==> src/rtl/cpu_axi_pkg.sv <==
// Shared types and constants for the CPU-to-AXI arbiter.
package cpu_axi_pkg;

    // Transaction FSM states.
    typedef enum logic [2:0] {
        IDLE = 3'd0,
        AR   = 3'd1,
        R    = 3'd2,
        AW   = 3'd3,
        B    = 3'd4
    } state_t;

    // Which CPU port owns the current transaction.
    typedef enum logic {
        GRANT_INST = 1'b0,
        GRANT_DATA = 1'b1
    } grant_t;

    // Every beat is one 32-bit word.
    localparam logic [2:0] AXI_SIZE_WORD = 3'b010;

endpackage

==> src/rtl/cpu_axi_arbiter_if.sv <==
// AXI master-side channel bundle driven by the arbiter (single beat, 32-bit).
interface cpu_axi_arbiter_if;

    logic [31:0] araddr;
    logic [2:0]  arsize;
    logic        arvalid;
    logic        arready;

    logic [31:0] rdata;
    logic        rvalid;
    logic        rready;

    logic [31:0] awaddr;
    logic [2:0]  awsize;
    logic        awvalid;
    logic        awready;

    logic [31:0] wdata;
    logic [3:0]  wstrb;
    logic        wlast;
    logic        wvalid;
    logic        wready;

    logic        bvalid;
    logic        bready;

    modport master (
        output araddr, arsize, arvalid, input  arready,
        input  rdata, rvalid,           output rready,
        output awaddr, awsize, awvalid, input  awready,
        output wdata, wstrb, wlast, wvalid, input wready,
        input  bvalid,                  output bready
    );

    modport slave (
        input  araddr, arsize, arvalid, output arready,
        output rdata, rvalid,           input  rready,
        input  awaddr, awsize, awvalid, output awready,
        input  wdata, wstrb, wlast, wvalid, output wready,
        output bvalid,                  input  bready
    );

endinterface

==> src/rtl/cpu_axi_arbiter.sv <==
// cpu_axi_arbiter: shares one AXI master port between the instruction-fetch
// and load/store ports, one outstanding transaction at a time. All AXI
// outputs come from registers latched at grant time.
// Build option: define ARB_RR_EN for round-robin tie-breaking; otherwise the
// data port always wins a tie.
module cpu_axi_arbiter
    import cpu_axi_pkg::*;
(
    input  logic              clk,
    input  logic              resetn,
    input  logic              inst_req,
    input  logic [31:0]       inst_addr,
    output logic [31:0]       inst_rdata,
    output logic              inst_data_ok,
    input  logic              data_req,
    input  logic              data_wr,
    input  logic [31:0]       data_addr,
    input  logic [3:0]        data_wstrb,
    input  logic [31:0]       data_wdata,
    output logic [31:0]       data_rdata,
    output logic              data_data_ok,
    output logic              i_stall,
    output logic              d_stall,
    cpu_axi_arbiter_if.master axi
);

    state_t      state;
    grant_t      grant_q;
    logic [31:0] addr_q;
    logic [31:0] wdata_q;
    logic [3:0]  wstrb_q;
    logic        wr_q;
    logic        arvalid_q;
    logic        rready_q;
    logic        awvalid_q;
    logic        wvalid_q;
    logic        bready_q;
    grant_t      tie_winner;
    grant_t      pick;
    logic        done;

    // Tie-break: fixed data priority, or a pointer naming the port that wins
    // the next tie (starts at data, flips away from whoever was just granted).
`ifdef ARB_RR_EN
    grant_t prio_q;
    assign tie_winner = prio_q;
`else
    assign tie_winner = GRANT_DATA;
`endif

    function automatic grant_t arb_select(input logic i_req, input logic d_req,
                                          input grant_t tie);
        if (i_req && d_req) return tie;
        if (d_req)          return GRANT_DATA;
        return GRANT_INST;
    endfunction

    assign pick = arb_select(inst_req, data_req, tie_winner);

    // Transaction FSM: grant and latch in IDLE, then walk the AXI handshakes.
    // NOTE: the whole FSM including the latched request is cleared by the
    // asynchronous reset; there is no memory here that could be left unreset.
    always_ff @(posedge clk or negedge resetn) begin
        if (!resetn) begin
            state     <= IDLE;
            grant_q   <= GRANT_INST;
            addr_q    <= '0;
            wdata_q   <= '0;
            wstrb_q   <= '0;
            wr_q      <= 1'b0;
            arvalid_q <= 1'b0;
            rready_q  <= 1'b0;
            awvalid_q <= 1'b0;
            wvalid_q  <= 1'b0;
            bready_q  <= 1'b0;
`ifdef ARB_RR_EN
            prio_q    <= GRANT_DATA;
`endif
        end else begin
            // NOTE: non-blocking assignments throughout so every register
            // samples the pre-edge value of its neighbours.
            case (state)
                IDLE: begin
                    if (inst_req || data_req) begin
                        grant_q <= pick;
                        if (pick == GRANT_DATA) begin
                            addr_q  <= data_addr;
                            wdata_q <= data_wdata;
                            wstrb_q <= data_wstrb;
                            wr_q    <= data_wr;
                        end else begin
                            addr_q  <= inst_addr;
                            wdata_q <= '0;
                            wstrb_q <= '0;
                            wr_q    <= 1'b0;
                        end
                        if (pick == GRANT_DATA && data_wr) begin
                            awvalid_q <= 1'b1;
                            wvalid_q  <= 1'b1;
                            state     <= AW;
                        end else begin
                            arvalid_q <= 1'b1;
                            state     <= AR;
                        end
`ifdef ARB_RR_EN
                        prio_q <= (pick == GRANT_DATA) ? GRANT_INST : GRANT_DATA;
`endif
                    end
                end
                AR: begin
                    if (axi.arready) begin
                        arvalid_q <= 1'b0;
                        rready_q  <= 1'b1;
                        state     <= R;
                    end
                end
                R: begin
                    if (axi.rvalid) begin
                        rready_q <= 1'b0;
                        state    <= IDLE;
                    end
                end
                AW: begin
                    // Address and data channels retire independently.
                    if (axi.awready) awvalid_q <= 1'b0;
                    if (axi.wready)  wvalid_q  <= 1'b0;
                    if ((!awvalid_q || axi.awready) && (!wvalid_q || axi.wready)) begin
                        bready_q <= 1'b1;
                        state    <= B;
                    end
                end
                B: begin
                    if (axi.bvalid) begin
                        bready_q <= 1'b0;
                        state    <= IDLE;
                    end
                end
                default: state <= IDLE;
            endcase
        end
    end

    // Completion is the final handshake of the read or write response.
    assign done         = (rready_q && axi.rvalid) || (bready_q && axi.bvalid);
    assign inst_data_ok = done && (grant_q == GRANT_INST);
    assign data_data_ok = done && (grant_q == GRANT_DATA);
    assign inst_rdata   = (grant_q == GRANT_INST) ? axi.rdata : '0;
    assign data_rdata   = (grant_q == GRANT_DATA) ? axi.rdata : '0;
    assign i_stall      = inst_req && !inst_data_ok;
    assign d_stall      = data_req && !data_data_ok;

    assign axi.araddr   = addr_q;
    assign axi.arsize   = AXI_SIZE_WORD;
    assign axi.arvalid  = arvalid_q;
    assign axi.rready   = rready_q;
    assign axi.awaddr   = addr_q;
    assign axi.awsize   = AXI_SIZE_WORD;
    assign axi.awvalid  = awvalid_q;
    assign axi.wdata    = wdata_q;
    assign axi.wstrb    = wstrb_q;
    assign axi.wlast    = 1'b1;
    assign axi.wvalid   = wvalid_q;
    assign axi.bready   = bready_q;

endmodule

==> src/flat_wrapper.sv <==
// flat-port wrapper written by rule: the top's interface ports become plain ports
module cpu_axi_arbiter_flat import cpu_axi_pkg::*;
  (clk, resetn, inst_req, inst_addr, inst_rdata, inst_data_ok, data_req, data_wr, data_addr, data_wstrb, data_wdata, data_rdata, data_data_ok, i_stall, d_stall, axi_araddr, axi_arsize, axi_arvalid, axi_arready, axi_rdata, axi_rvalid, axi_rready, axi_awaddr, axi_awsize, axi_awvalid, axi_awready, axi_wdata, axi_wstrb, axi_wlast, axi_wvalid, axi_wready, axi_bvalid, axi_bready);
  cpu_axi_arbiter_if axi_i ();
  input  logic clk;
  input  logic resetn;
  input  logic inst_req;
  input  logic [31:0] inst_addr;
  output logic [31:0] inst_rdata;
  output logic inst_data_ok;
  input  logic data_req;
  input  logic data_wr;
  input  logic [31:0] data_addr;
  input  logic [3:0] data_wstrb;
  input  logic [31:0] data_wdata;
  output logic [31:0] data_rdata;
  output logic data_data_ok;
  output logic i_stall;
  output logic d_stall;
  output wire logic [$bits(axi_i.araddr)-1:0] axi_araddr;
  output wire logic [$bits(axi_i.arsize)-1:0] axi_arsize;
  output wire logic [$bits(axi_i.arvalid)-1:0] axi_arvalid;
  input wire logic [$bits(axi_i.arready)-1:0] axi_arready;
  input wire logic [$bits(axi_i.rdata)-1:0] axi_rdata;
  input wire logic [$bits(axi_i.rvalid)-1:0] axi_rvalid;
  output wire logic [$bits(axi_i.rready)-1:0] axi_rready;
  output wire logic [$bits(axi_i.awaddr)-1:0] axi_awaddr;
  output wire logic [$bits(axi_i.awsize)-1:0] axi_awsize;
  output wire logic [$bits(axi_i.awvalid)-1:0] axi_awvalid;
  input wire logic [$bits(axi_i.awready)-1:0] axi_awready;
  output wire logic [$bits(axi_i.wdata)-1:0] axi_wdata;
  output wire logic [$bits(axi_i.wstrb)-1:0] axi_wstrb;
  output wire logic [$bits(axi_i.wlast)-1:0] axi_wlast;
  output wire logic [$bits(axi_i.wvalid)-1:0] axi_wvalid;
  input wire logic [$bits(axi_i.wready)-1:0] axi_wready;
  input wire logic [$bits(axi_i.bvalid)-1:0] axi_bvalid;
  output wire logic [$bits(axi_i.bready)-1:0] axi_bready;
  assign axi_araddr = axi_i.araddr;
  assign axi_arsize = axi_i.arsize;
  assign axi_arvalid = axi_i.arvalid;
  assign axi_i.arready = axi_arready;
  assign axi_i.rdata = axi_rdata;
  assign axi_i.rvalid = axi_rvalid;
  assign axi_rready = axi_i.rready;
  assign axi_awaddr = axi_i.awaddr;
  assign axi_awsize = axi_i.awsize;
  assign axi_awvalid = axi_i.awvalid;
  assign axi_i.awready = axi_awready;
  assign axi_wdata = axi_i.wdata;
  assign axi_wstrb = axi_i.wstrb;
  assign axi_wlast = axi_i.wlast;
  assign axi_wvalid = axi_i.wvalid;
  assign axi_i.wready = axi_wready;
  assign axi_i.bvalid = axi_bvalid;
  assign axi_bready = axi_i.bready;
  cpu_axi_arbiter u_core (.clk(clk), .resetn(resetn), .inst_req(inst_req), .inst_addr(inst_addr), .inst_rdata(inst_rdata), .inst_data_ok(inst_data_ok), .data_req(data_req), .data_wr(data_wr), .data_addr(data_addr), .data_wstrb(data_wstrb), .data_wdata(data_wdata), .data_rdata(data_rdata), .data_data_ok(data_data_ok), .i_stall(i_stall), .d_stall(d_stall), .axi(axi_i));
endmodule
==> config.mk <==
export PLATFORM = sky130hd
export DESIGN_NAME = cpu_axi_arbiter_flat
export DESIGN_NICKNAME = d
export VERILOG_FILES = /design/src/rtl/cpu_axi_pkg.sv /design/src/rtl/cpu_axi_arbiter_if.sv /design/src/rtl/cpu_axi_arbiter.sv /design/src/flat_wrapper.sv
export SDC_FILE = /design/constraint.sdc
export NUM_CORES = 1
export LEC_CHECK = 0
export CAP_MARGIN = 0
export CORE_AREA = 2 2 123 125
export DETAILED_ROUTE_END_ITERATION = 8
export DIE_AREA = 0 0 125 127
export PLACE_DENSITY = 0.81
export SYNTH_ARGS = -nofsm -noshare
export SYNTH_HDL_FRONTEND = slang
export SYNTH_SLANG_ARGS = --single-unit
==> constraint.sdc <==
create_clock -name clk -period 2.1 [get_ports clk]
set_input_delay 0.525 -clock clk [delete_from_list [all_inputs] [get_ports clk]]
set_output_delay 0.525 -clock clk [all_outputs]
set_load 0.02 [all_outputs]
# Word-level counts from Yosys, hierarchy flattened
# Cells that the tools add are included.
[totals]
reg_bits = 77
elab_cells = 88
[op_classes]
eq_ne = 13
muxes = 35
bitwise_logic = 1
n_reduce_logical = 29
[op_table]
columns = ["cell", "n"]
rows = [
  ["32-bit 2-to-1 mux", 4],
  ["1-bit 2-to-1 mux", 18],
  ["3-bit 2-to-1 mux", 5],
  ["3-bit case mux with 5 select lines", 1],
  ["2-bit != test, second input constant", 6],
  ["4-bit AND reduction", 3],
  ["1-bit case mux with 2 select lines", 5],
  ["1-bit logical AND", 9],
  ["2-bit nonzero test", 4],
  ["3-bit by 2-bit == test with 1-bit output, second input constant", 2],
  ["2-bit by 1-bit != test with 1-bit output, second input constant", 3],
  ["3-bit AND reduction", 2],
  ["5-bit AND reduction", 1],
  ["1-bit logical NOT", 4],
  ["1-bit logical OR", 4],
  ["4-bit 2-to-1 mux", 1],
  ["3-bit by 1-bit == test with 1-bit output, second input constant", 1],
  ["3-bit == test, second input constant", 1],
  ["3-bit logical NOT", 1],
  ["2-bit 2-to-1 mux", 1],
  ["2-bit AND reduction", 1],
  ["1-bit inverter", 1],
]

# Logic depth before layout (Yosys ltp)
# Gate-level depths: netlist of the first run.
[logic_depth]
ltp_word = 9
depth_mapped = 5

# Worst setup path before layout of the first run
# Ideal clock, no wire load.
[synth_timing]
path_kind = "in2out"
startpoint = "in axi_rvalid"
endpoint = "out i_stall"
t_arrival_ns = 1.210
required_time_ns = 1.575
slack_ns = 0.365
path_stages = 3
n_path_buf = 0
path_cell_list = "a22oi_1 > nor2_1 > nor2b_1"
[synth_via]
elab_chain_len = 5
[synth_lines]
columns = ["element", "line_no", "source"]
rows = [
  ["start: declaration", "flat_wrapper.sv:25", "input wire logic [$bits(axi_i.rvalid)-1:0] axi_rvalid;"],
  ["1-bit logical AND", "cpu_axi_arbiter.sv:144", "assign done = (rready_q && axi.rvalid) || (bready_q && axi.bvalid);"],
  ["1-bit logical OR", "cpu_axi_arbiter.sv:144", ""],
  ["1-bit logical AND", "cpu_axi_arbiter.sv:145", "assign inst_data_ok = done && (grant_q == GRANT_INST);"],
  ["named net inst_data_ok", "flat_wrapper.sv:10", "output logic inst_data_ok;"],
  ["1-bit logical NOT", "cpu_axi_arbiter.sv:149", "assign i_stall = inst_req && !inst_data_ok;"],
  ["1-bit logical AND", "cpu_axi_arbiter.sv:149", ""],
  ["end: declaration", "flat_wrapper.sv:18", "output logic i_stall;"],
]
# The timed path passes the listed nets, and every way through them passes these cells.

# Worst setup path in the final report of the first run
[layout_timing]
startpoint = "in axi_rdata[8]"
endpoint = "out inst_rdata[8]"
[layout_via]
elab_chain_len = 1
[layout_lines]
columns = ["element", "line_no", "source"]
rows = [
  ["start: declaration", "flat_wrapper.sv:24", "input wire logic [$bits(axi_i.rdata)-1:0] axi_rdata;"],
  ["32-bit 2-to-1 mux", "cpu_axi_arbiter.sv:147", "assign inst_rdata = (grant_q == GRANT_INST) ? axi.rdata : '0;"],
  ["end: declaration", "flat_wrapper.sv:9", "output logic [31:0] inst_rdata;"],
]
# Every way passes these cells.

==> report_table.html, run 1 <==
<table>
<tr><th>Metric</th><th>Value</th></tr>
<tr><th colspan="2">Worst setup path</th></tr>
<tr><td>Critical path's top delay family</td><td>buffers and inverters</td></tr>
<tr><td>Worst Path Arrival</td><td>1.53 ns</td></tr>
<tr><td>Required time of the critical path</td><td>about 1.6 ns</td></tr>
<tr><td>List of cells traversed by the critical path</td><td>clkdlybuf4s50_1, nor2b_1, clkdlybuf4s15_1</td></tr>
<tr><td>Delay of the slowest cell on the worst path</td><td>~0.46 ns</td></tr>
<tr><td>Peak fanout along the critical path</td><td>2</td></tr>
<tr><td>Crit start category</td><td>primary input</td></tr>
<tr><td>Critical-path cell with the highest stage delay</td><td>sky130_fd_sc_hd__clkdlybuf4s50_1</td></tr>
<tr><td>Kind of capture point of the worst setup path</td><td>output port</td></tr>
<tr><td>Crit path buffers/inverters</td><td>2</td></tr>
<tr><td>Setup Crit Path Kind</td><td>primary input to output port</td></tr>
<tr><th colspan="2">Global routing</th></tr>
<tr><td>First-pass GRT wire length</td><td>between 20 and 25 mm</td></tr>
<tr><td>Overall routing resource usage</td><td>0.163</td></tr>
<tr><td>Remaining Overflow, GRT</td><td>0</td></tr>
<tr><td>Vias in the first global route</td><td>about 3800</td></tr>
<tr><td>Largest net degree at the start of global routing</td><td>43</td></tr>
<tr><td>Number of antenna violations at the first check in global routing</td><td>1</td></tr>
<tr><th colspan="2">Power</th></tr>
<tr><td>Largest voltage drop on the vdd net</td><td>0.000720 V</td></tr>
<tr><td>PD cells</td><td>around 1500 mW/mm^2</td></tr>
<tr><td>Switching power</td><td>0.00444 W</td></tr>
<tr><td>Total power of the final layout</td><td>between 0.01 and 0.015 W</td></tr>
<tr><td>Static Leakage</td><td>~3.4 nW</td></tr>
<tr><td>Portion of total power attributed to sequential cells</td><td>0.247</td></tr>
<tr><td>Internal portion of total power</td><td>~0.0067 W</td></tr>
<tr><td>Sw Share</td><td>0.400</td></tr>
<tr><td>Portion of total power attributed to combinational logic</td><td>0.613</td></tr>
<tr><td>Clk pwr share</td><td>0.140</td></tr>
<tr><th colspan="2">Logic synthesis</th></tr>
<tr><td>Cell type contributing the most total cell area after synthesis</td><td>sky130_fd_sc_hd__dfrtp_1</td></tr>
<tr><td>Synth Flop Type</td><td>sky130_fd_sc_hd__dfrtp_1</td></tr>
<tr><td>Number of synthesized register bits</td><td>77</td></tr>
<tr><td>Count of yosys warnings during synthesis</td><td>0</td></tr>
<tr><td>Adder and majority gate portion of the synthesized area</td><td>0</td></tr>
<tr><td>Seq/Total Area, Yosys</td><td>0.460</td></tr>
<tr><td>Number of flops mapped to enable cells by yosys</td><td>0</td></tr>
<tr><td>Combinational family with the most area after synthesis</td><td>multiplexers</td></tr>
<tr><td>Fraction of synthesized area in multiplexers</td><td>0.202</td></tr>
<tr><td>Compound-gate portion of the synthesized area</td><td>0.111</td></tr>
<tr><td>List of most frequent post-synthesis cells</td><td>sky130_fd_sc_hd__dfrtp_1, sky130_fd_sc_hd__buf_4, sky130_fd_sc_hd__a22o_1</td></tr>
<tr><td>Distinct cell type count of the synthesized netlist</td><td>31</td></tr>
<tr><td>Post-Synth Simple-Gate Area</td><td>0.112</td></tr>
<tr><td>Cells after Synth</td><td>between 300 and 400</td></tr>
<tr><td>Post-Synthesis Cell Area</td><td>0.00419 mm^2</td></tr>
<tr><td>Post-synth top area share</td><td>0.460</td></tr>
<tr><td>Average cell area after synthesis</td><td>around 12 um^2</td></tr>
<tr><td>Top-count cell post-synth</td><td>sky130_fd_sc_hd__dfrtp_1</td></tr>
<tr><td>Xor-xnor portion of the synthesized cell area</td><td>0</td></tr>
<tr><td>FFs w/ async S/R, synth</td><td>1.00</td></tr>
<tr><td>Top post-synthesis cells by area</td><td>sky130_fd_sc_hd__dfrtp_1, sky130_fd_sc_hd__mux2_4, sky130_fd_sc_hd__mux2_2, sky130_fd_sc_hd__a22o_1, sky130_fd_sc_hd__buf_4</td></tr>
<tr><th colspan="2">Clock network</th></tr>
<tr><td>Clock network latency to the later pin of the worst-skew pair</td><td>around 0.33 ns</td></tr>
<tr><td>Worst-case clock buffer depth</td><td>2</td></tr>
<tr><td>CTS buffer count</td><td>9</td></tr>
<tr><td>Clock Root Buffer</td><td>sky130_fd_sc_hd__clkbuf_16</td></tr>
<tr><td>TritonCTS clock tree</td><td>built</td></tr>
<tr><td>H-tree levels</td><td>3</td></tr>
<tr><td>Total clock sinks</td><td>77</td></tr>
<tr><td>Clock-pin slew on the worst setup and hold paths</td><td>roughly 0.060 ns</td></tr>
<tr><th colspan="2">Placed design</th></tr>
<tr><td>Count of port buffers added during placement</td><td>314</td></tr>
<tr><td>RD Place Congestion</td><td>approximately 0.90</td></tr>
<tr><td>HPWL Detailed</td><td>roughly 10 mm</td></tr>
<tr><th colspan="2">Floorplanning</th></tr>
<tr><td>I/O pin total</td><td>322</td></tr>
<tr><td>Starting Density</td><td>0.291</td></tr>
<tr><td>Die Span Y</td><td>between 100 and 150 um</td></tr>
<tr><td>Horiz. Die Dim</td><td>roughly 130 um</td></tr>
<tr><td>Die Area</td><td>between 0.015 and 0.02 mm^2</td></tr>
<tr><td>Core footprint</td><td>between 0.01 and 0.015 mm^2</td></tr>
<tr><td>Site row count</td><td>44</td></tr>
<tr><th colspan="2">Cells and area</th></tr>
<tr><td>Fraction of the core area covered by cells at the end of the flow</td><td>0.520</td></tr>
<tr><td>Area added between synthesis and finish</td><td>78.8%</td></tr>
<tr><td>Fraction of layout instances using a drive strength above 1</td><td>0.179</td></tr>
<tr><td>Fill cell total of the finished layout</td><td>1250</td></tr>
<tr><td>Nets</td><td>between 700 and 800</td></tr>
<tr><th colspan="2">Run</th></tr>
<tr><td>Max-cap violation count</td><td>0</td></tr>
<tr><th colspan="2">Detailed routing</th></tr>
<tr><td>Detailed Route Iter0 Violations</td><td>200</td></tr>
<tr><td>Detail Route Antenna Nets</td><td>0</td></tr>
<tr><td>Drt pass-1 iters</td><td>4</td></tr>
<tr><td>Wirelength, routed</td><td>between 10 and 15 mm</td></tr>
<tr><td>Routed length per instance</td><td>between 15 and 20 um</td></tr>
<tr><td>Vias per cell</td><td>between 4 and 5</td></tr>
<tr><td>DRC violations left</td><td>0</td></tr>
<tr><td>Count of vias placed by the detailed router</td><td>3638</td></tr>
<tr><th colspan="2">Timing</th></tr>
<tr><td>Period utilization</td><td>0.976</td></tr>
<tr><td>Top achievable clock speed</td><td>a little under 500 MHz</td></tr>
<tr><td>Worst Clk Skew</td><td>about 0.0042 ns</td></tr>
<tr><td>Final Setup Violations</td><td>0</td></tr>
<tr><td>Count of final max-slew check failures</td><td>0</td></tr>
<tr><td>Number of hold-slack violations in the final timing report</td><td>0</td></tr>
<tr><td>Period minus WS final</td><td>2.05 ns</td></tr>
<tr><th colspan="2">Outcome</th></tr>
<tr><td>Run status</td><td>complete, no violations</td></tr>
<tr><th colspan="2">Min path</th></tr>
<tr><td>Min-delay worst type</td><td>primary input to async pin</td></tr>
</table>
power by group through the flow:
stage	combinational [W]	sequential [W]	clock (W)
after floorplan	0.00338	0.00342	0
after global placement	0.00701	0.00273	0
after detailed placement	0.00710	0.00274	0
after CTS	0.00687	0.00275	0.00160
after global routing	0.00716	0.00284	0.00168
final	0.00680	0.00274	0.00155
flip-flops by register name, summed over array words and instances (netlist names):
name / flops
u_core.axi.bready: 1
u_core.state: 3
u_core.axi.rready: 1
u_core.axi.arvalid: 1
u_core.axi.awvalid: 1
u_core.axi.wvalid: 1
u_core.axi.araddr: 32
u_core.axi.wdata: 32
u_core.grant_q: 1
u_core.axi.wstrb: 4
layout make-up:
class                   count  area (um^2)  share of cell area
repair buffers            327         3190               0.426
flip-flops and latches     77         1930               0.257
multi-input cells         204         1820               0.242
clock buffers              12          256              0.0342
well taps                 184          230              0.0307
clock inverters             3         43.8             0.00584
inverters                   7         26.3             0.00351
diodes                      1         2.50            0.000334
logic make-up after synthesis:
family | Yosys count
AO/OA/AOI/OAI | 57
buffers and inverters | 68
flip-flops | 77
multiplexers | 65
other | 2
AND/OR/NAND/NOR | 75
layer usage:
layer | global-route usage | vias to the layer above | part of all wire
met5 | 0 | - | 0
met4 | 0.0556 | 0 | 0.014
met3 | 0.0448 | 13 | 0.071
met2 | 0.295 | 178 | 0.54
met1 | 0.185 | 1738 | 0.38
li1 | - | 1709 | -
placed cells by master, fill, tap and decap left out, types with 8 or more instances in the layout:
cell                              synthesis  layout
sky130_fd_sc_hd__clkbuf_2                 0      11
sky130_fd_sc_hd__a22o_1                  37      37
sky130_fd_sc_hd__clkbuf_16                0       9
sky130_fd_sc_hd__clkdlybuf4s15_1          0      11
sky130_fd_sc_hd__buf_4                   42       8
sky130_fd_sc_hd__clkdlybuf4s50_1          0     242
sky130_fd_sc_hd__mux2_2                  31      31
sky130_fd_sc_hd__mux2_4                  31      31
sky130_fd_sc_hd__dlygate4sd2_1            0      42
sky130_fd_sc_hd__nor2b_1                 35      35
sky130_fd_sc_hd__dfrtp_1                 77      77
sky130_fd_sc_hd__and2_1                  33      33
worst paths after layout:
check / startpoint / endpoint / slack, ns / depth (start not counted)
worst max-delay path: axi_rdata[8] / inst_rdata[8] / 0.05 / 3
worst min-delay path: resetn / u_core.axi.araddr[11] / 0.15 / 1
worst max register to register: u_core.state[1] / u_core.axi.araddr[19] / 0.58 / 4
worst min register to register: u_core.axi.wdata[26] / u_core.axi.wdata[26] / 0.51 / 1
max in group asynchronous: resetn / u_core.grant_q / 1.36 / 2
min in group clk: u_core.axi.wdata[26] / u_core.axi.wdata[26] / 0.51 / 1
timing repair:
action | 4_1_cts | 5_1_grt
setup endpoints to repair | 68 | 40
setup buffers | 0 | 0
hold endpoints to repair | 0 | 0
resized for setup | 96 | 26
hold buffers | 0 | 0
pin swaps | 1 | 1
stage by stage:
step | hold WS (ns) | instance area, um^2 | cells | TNS [ns] | setup slack (ns)
2_1_floorplan | 0.229 | 4210 | 349 | 0 | 0.365
3_3_place_gp | 0.487 | 7290 | 799 | -11.49 | -0.538
3_5_place_dp | 0.491 | 7290 | 799 | -12.18 | -0.523
4_1_cts | 0.158 | 7530 | 814 | -0.00122 | -0.00122
5_1_grt | 0.185 | 7500 | 815 | -0.00232 | -0.00208
6_report | 0.151 | 7500 | 815 | 0 | 0.0498
Power figures use the tool's default switching activity.
==> inputs of run 2 (changes only) <==
--- a/config.mk
+++ b/config.mk
@@ -6,10 +6,10 @@
 export NUM_CORES = 1
 export LEC_CHECK = 0
 export CAP_MARGIN = 0
-export CORE_AREA = 2 2 123 125
+export CORE_AREA = 2 2 125 127
 export DETAILED_ROUTE_END_ITERATION = 8
-export DIE_AREA = 0 0 125 127
-export PLACE_DENSITY = 0.81
+export DIE_AREA = 0 0 127 129
+export PLACE_DENSITY = 0.79
 export SYNTH_ARGS = -nofsm -noshare
 export SYNTH_HDL_FRONTEND = slang
 export SYNTH_SLANG_ARGS = --single-unit
==> run 2 against run 1 <==
Compared with the run above:
- flip-flop and latch count unchanged
- die area increased by 3.2%
- sequential share of layout area decreased by 0.073 points
- worst setup slack got worse by 0.0081 ns
- register-to-register slack about the same
- hold slack got worse by 0.011 ns
- fmax decreased by 0.39%
==> report_table.html, run 2 (synthesis gave the netlist of run 1 again) <==
<table>
<tr><th>Metric</th><th>Value</th></tr>
<tr><th colspan="2">Power</th></tr>
<tr><td>Switching power</td><td>0.00447 W (+0.65%)</td></tr>
<tr><td>Portion of total power attributed to sequential cells</td><td>0.250 (+0.003)</td></tr>
<tr><td>Internal portion of total power</td><td>0.00656 W (-1.3%)</td></tr>
<tr><td>Largest voltage drop on the vdd net</td><td>0.000720 V (+0.12%)</td></tr>
<tr><td>Clk pwr share</td><td>0.134 (-0.006)</td></tr>
<tr><td>PD cells</td><td>1470 mW/mm^2 (-0.83%)</td></tr>
<tr><td>Portion of total power attributed to combinational logic</td><td>0.615 (+0.002)</td></tr>
<tr><td>Sw Share</td><td>0.405 (+0.00480)</td></tr>
<tr><td>Total power of the final layout</td><td>0.0110 W (-0.55%)</td></tr>
<tr><td>Static Leakage</td><td>3.38 nW (+0.83%)</td></tr>
<tr><th colspan="2">Detailed routing</th></tr>
<tr><td>Detailed Route Iter0 Violations</td><td>141 (-30%)</td></tr>
<tr><td>Routed length per instance</td><td>16.0 um (-2.8%)</td></tr>
<tr><td>Count of vias placed by the detailed router</td><td>3642 (+0.11%)</td></tr>
<tr><td>DRC violations left</td><td>0 (unchanged)</td></tr>
<tr><td>Vias per cell</td><td>4.45 (-0.38%)</td></tr>
<tr><td>Wirelength, routed</td><td>13.1 mm (-2.3%)</td></tr>
<tr><td>Detail Route Antenna Nets</td><td>0 (unchanged)</td></tr>
<tr><td>Drt pass-1 iters</td><td>4 (unchanged)</td></tr>
<tr><th colspan="2">Floorplanning</th></tr>
<tr><td>Core footprint</td><td>0.0150 mm^2 (+3.8%)</td></tr>
<tr><td>Horiz. Die Dim</td><td>127 um (+1.6%)</td></tr>
<tr><td>Die Area</td><td>0.0164 mm^2 (+3.2%)</td></tr>
<tr><td>Site row count</td><td>45 (+2.3%)</td></tr>
<tr><td>I/O pin total</td><td>322 (unchanged)</td></tr>
<tr><td>Starting Density</td><td>0.280 (-0.0107)</td></tr>
<tr><td>Die Span Y</td><td>129 um (+1.6%)</td></tr>
<tr><th colspan="2">Timing</th></tr>
<tr><td>Top achievable clock speed</td><td>486 MHz (-0.39%)</td></tr>
<tr><td>Count of final max-slew check failures</td><td>0 (unchanged)</td></tr>
<tr><td>Number of hold-slack violations in the final timing report</td><td>0 (unchanged)</td></tr>
<tr><td>Period utilization</td><td>0.980 (+0.00384)</td></tr>
<tr><td>Least setup slack across all paths after layout</td><td>0.0418 ns (-0.00806 ns)</td></tr>
<tr><td>Final Setup Violations</td><td>0 (unchanged)</td></tr>
<tr><td>Worst Clk Skew</td><td>0.00950 ns (+0.00525 ns)</td></tr>
<tr><td>Period minus WS final</td><td>2.06 ns (+0.00806 ns)</td></tr>
<tr><td>Unrepaired setup endpoints after global routing</td><td>no</td></tr>
<tr><th colspan="2">Clock network</th></tr>
<tr><td>Worst-case clock buffer depth</td><td>2 (unchanged)</td></tr>
<tr><td>Clock-pin slew on the worst setup and hold paths</td><td>0.06 ns (about the same)</td></tr>
<tr><td>TritonCTS clock tree</td><td>built</td></tr>
<tr><td>Clock network latency to the later pin of the worst-skew pair</td><td>0.33 ns (about the same)</td></tr>
<tr><td>CTS buffer count</td><td>9 (unchanged)</td></tr>
<tr><td>Total clock sinks</td><td>77 (unchanged)</td></tr>
<tr><td>Clock Root Buffer</td><td>sky130_fd_sc_hd__clkbuf_16</td></tr>
<tr><td>H-tree levels</td><td>3 (unchanged)</td></tr>
<tr><td>Hold-fix buffer count after cts</td><td>0 (unchanged)</td></tr>
<tr><td>Number of buffers inserted by post-CTS setup repair</td><td>0 (unchanged)</td></tr>
<tr><th colspan="2">Cells and area</th></tr>
<tr><td>Nets</td><td>768 (unchanged)</td></tr>
<tr><td>Area added between synthesis and finish</td><td>79.3%</td></tr>
<tr><td># diodes</td><td>0 (-1)</td></tr>
<tr><td>Leading cell types in the layout, fill and taps excluded</td><td>sky130_fd_sc_hd__clkdlybuf4s50_1, sky130_fd_sc_hd__dfrtp_1, sky130_fd_sc_hd__dlygate4sd2_1, sky130_fd_sc_hd__a22o_1, sky130_fd_sc_hd__nor2b_1</td></tr>
<tr><td>Fraction of layout instances using a drive strength above 1</td><td>0.163 (-0.0161)</td></tr>
<tr><td>Fill cell total of the finished layout</td><td>1341 (+7.3%)</td></tr>
<tr><td>Leading cell type in the layout, fill and taps excluded</td><td>sky130_fd_sc_hd__clkdlybuf4s50_1</td></tr>
<tr><th colspan="2">Placed design</th></tr>
<tr><td>RD Place Congestion</td><td>0.783 (-13%)</td></tr>
<tr><td>HPWL Detailed</td><td>10.4 mm (-0.32%)</td></tr>
<tr><td>Count of port buffers added during placement</td><td>314 (unchanged)</td></tr>
<tr><td>Placement Setup Slack</td><td>-0.468 ns (+0.0551 ns)</td></tr>
<tr><th colspan="2">Global routing</th></tr>
<tr><td>Remaining Overflow, GRT</td><td>0 (unchanged)</td></tr>
<tr><td>Overall routing resource usage</td><td>0.154 (-0.00845)</td></tr>
<tr><td>Number of antenna violations at the first check in global routing</td><td>0 (-1)</td></tr>
<tr><td>Largest net degree at the start of global routing</td><td>46 (+7.0%)</td></tr>
<tr><td>Vias in the first global route</td><td>3820 (+0.39%)</td></tr>
<tr><td>First-pass GRT wire length</td><td>20.0 mm (-2.5%)</td></tr>
<tr><th colspan="2">Worst setup path</th></tr>
<tr><td>Crit start category</td><td>primary input</td></tr>
<tr><td>Peak fanout along the critical path</td><td>2 (unchanged)</td></tr>
<tr><td>Kind of capture point of the worst setup path</td><td>output port</td></tr>
<tr><td>Required time of the critical path</td><td>1.57 ns (about the same)</td></tr>
<tr><td>Setup Crit Path Kind</td><td>primary input to output port</td></tr>
<tr><td>Worst Path Arrival</td><td>1.53 ns (about the same)</td></tr>
<tr><td>Worst-case register-to-register setup slack</td><td>0.58 ns (about the same)</td></tr>
<tr><th colspan="2">Min path</th></tr>
<tr><td>Min-delay worst type</td><td>primary input to async pin</td></tr>
<tr><th colspan="2">Run</th></tr>
<tr><td>Max-cap violation count</td><td>0 (unchanged)</td></tr>
<tr><th colspan="2">Outcome</th></tr>
<tr><td>Run status</td><td>complete, no violations</td></tr>
</table>
-- run 2: worst max-delay path: stages --
cell	delay (ns)
sky130_fd_sc_hd__clkdlybuf4s50_1	0.47
sky130_fd_sc_hd__nor2b_1	0.24
sky130_fd_sc_hd__clkdlybuf4s15_2	0.30
-- run 2: metal layers --
metal | routed length [um] | vias to the layer above | GRT usage
li1 | - | 1704 | -
met1 | 4950 | 1744 | 0.178
met2 | 7000 | 186 | 0.286
met3 | 1010 | 8 | 0.0391
met4 | 120 | 0 | 0.0381
met5 | 0 | - | 0
-- run 2: through the flow --
| stage | cells | cell area, um^2 | hold WS, ns | setup TNS, ns | util |
|---|---|---|---|---|---|
| 2_1_floorplan | 349 | 4210 | 0.229 | 0 | - |
| 3_3_place_gp | 804 | 7310 | 0.487 | -11.26 | 0.488 |
| 4_1_cts | 819 | 7510 | 0.143 | 0 | 0.502 |
| 6_report | 819 | 7520 | 0.140 | 0 | 0.502 |
| 3_5_place_dp | 804 | 7310 | 0.490 | -12.02 | 0.488 |
| 5_1_grt | 819 | 7520 | 0.155 | 0 | 0.502 |
-- run 2: area by class of cell --
| type | count | area (um^2) | share of cell area |
|---|---|---|---|
| inverters | 7 | 26.3 | 0.00350 |
| clock buffers | 11 | 253 | 0.0336 |
| flip-flops and latches | 77 | 1930 | 0.256 |
| repair buffers | 327 | 3220 | 0.428 |
| multi-input cells | 204 | 1810 | 0.241 |
| well taps | 188 | 235 | 0.0313 |
| clock inverters | 5 | 42.5 | 0.00566 |
-- run 2: power by group through the flow --
stage	Clock (W)	Sequential (W)	Combinational (W)
5_1_grt	0.00159	0.00286	0.00719
3_5_place_dp	0	0.00276	0.00713
4_1_cts	0.00153	0.00277	0.00685
6_report	0.00148	0.00276	0.00679
2_1_floorplan	0	0.00342	0.00338
3_3_place_gp	0	0.00274	0.00703
-- run 2: timing repair --
item                       CTS  global route
gates cloned                 0             0
pin swaps                    1             0
gates resized for setup     78            14
setup endpoints to repair   68            12
-- run 2: worst paths after layout --
path	cells after the start	start	to
min in group clk	1	u_core.axi.wdata[22]	u_core.axi.wdata[22]
max in group asynchronous	2	resetn	u_core.axi.wstrb[0]
max reg2reg	4	u_core.state[1]	u_core.axi.araddr[26]
max	3	axi_rdata[15]	inst_rdata[15]
min reg2reg	1	u_core.axi.wdata[22]	u_core.axi.wdata[22]
min	1	resetn	u_core.axi.araddr[13]
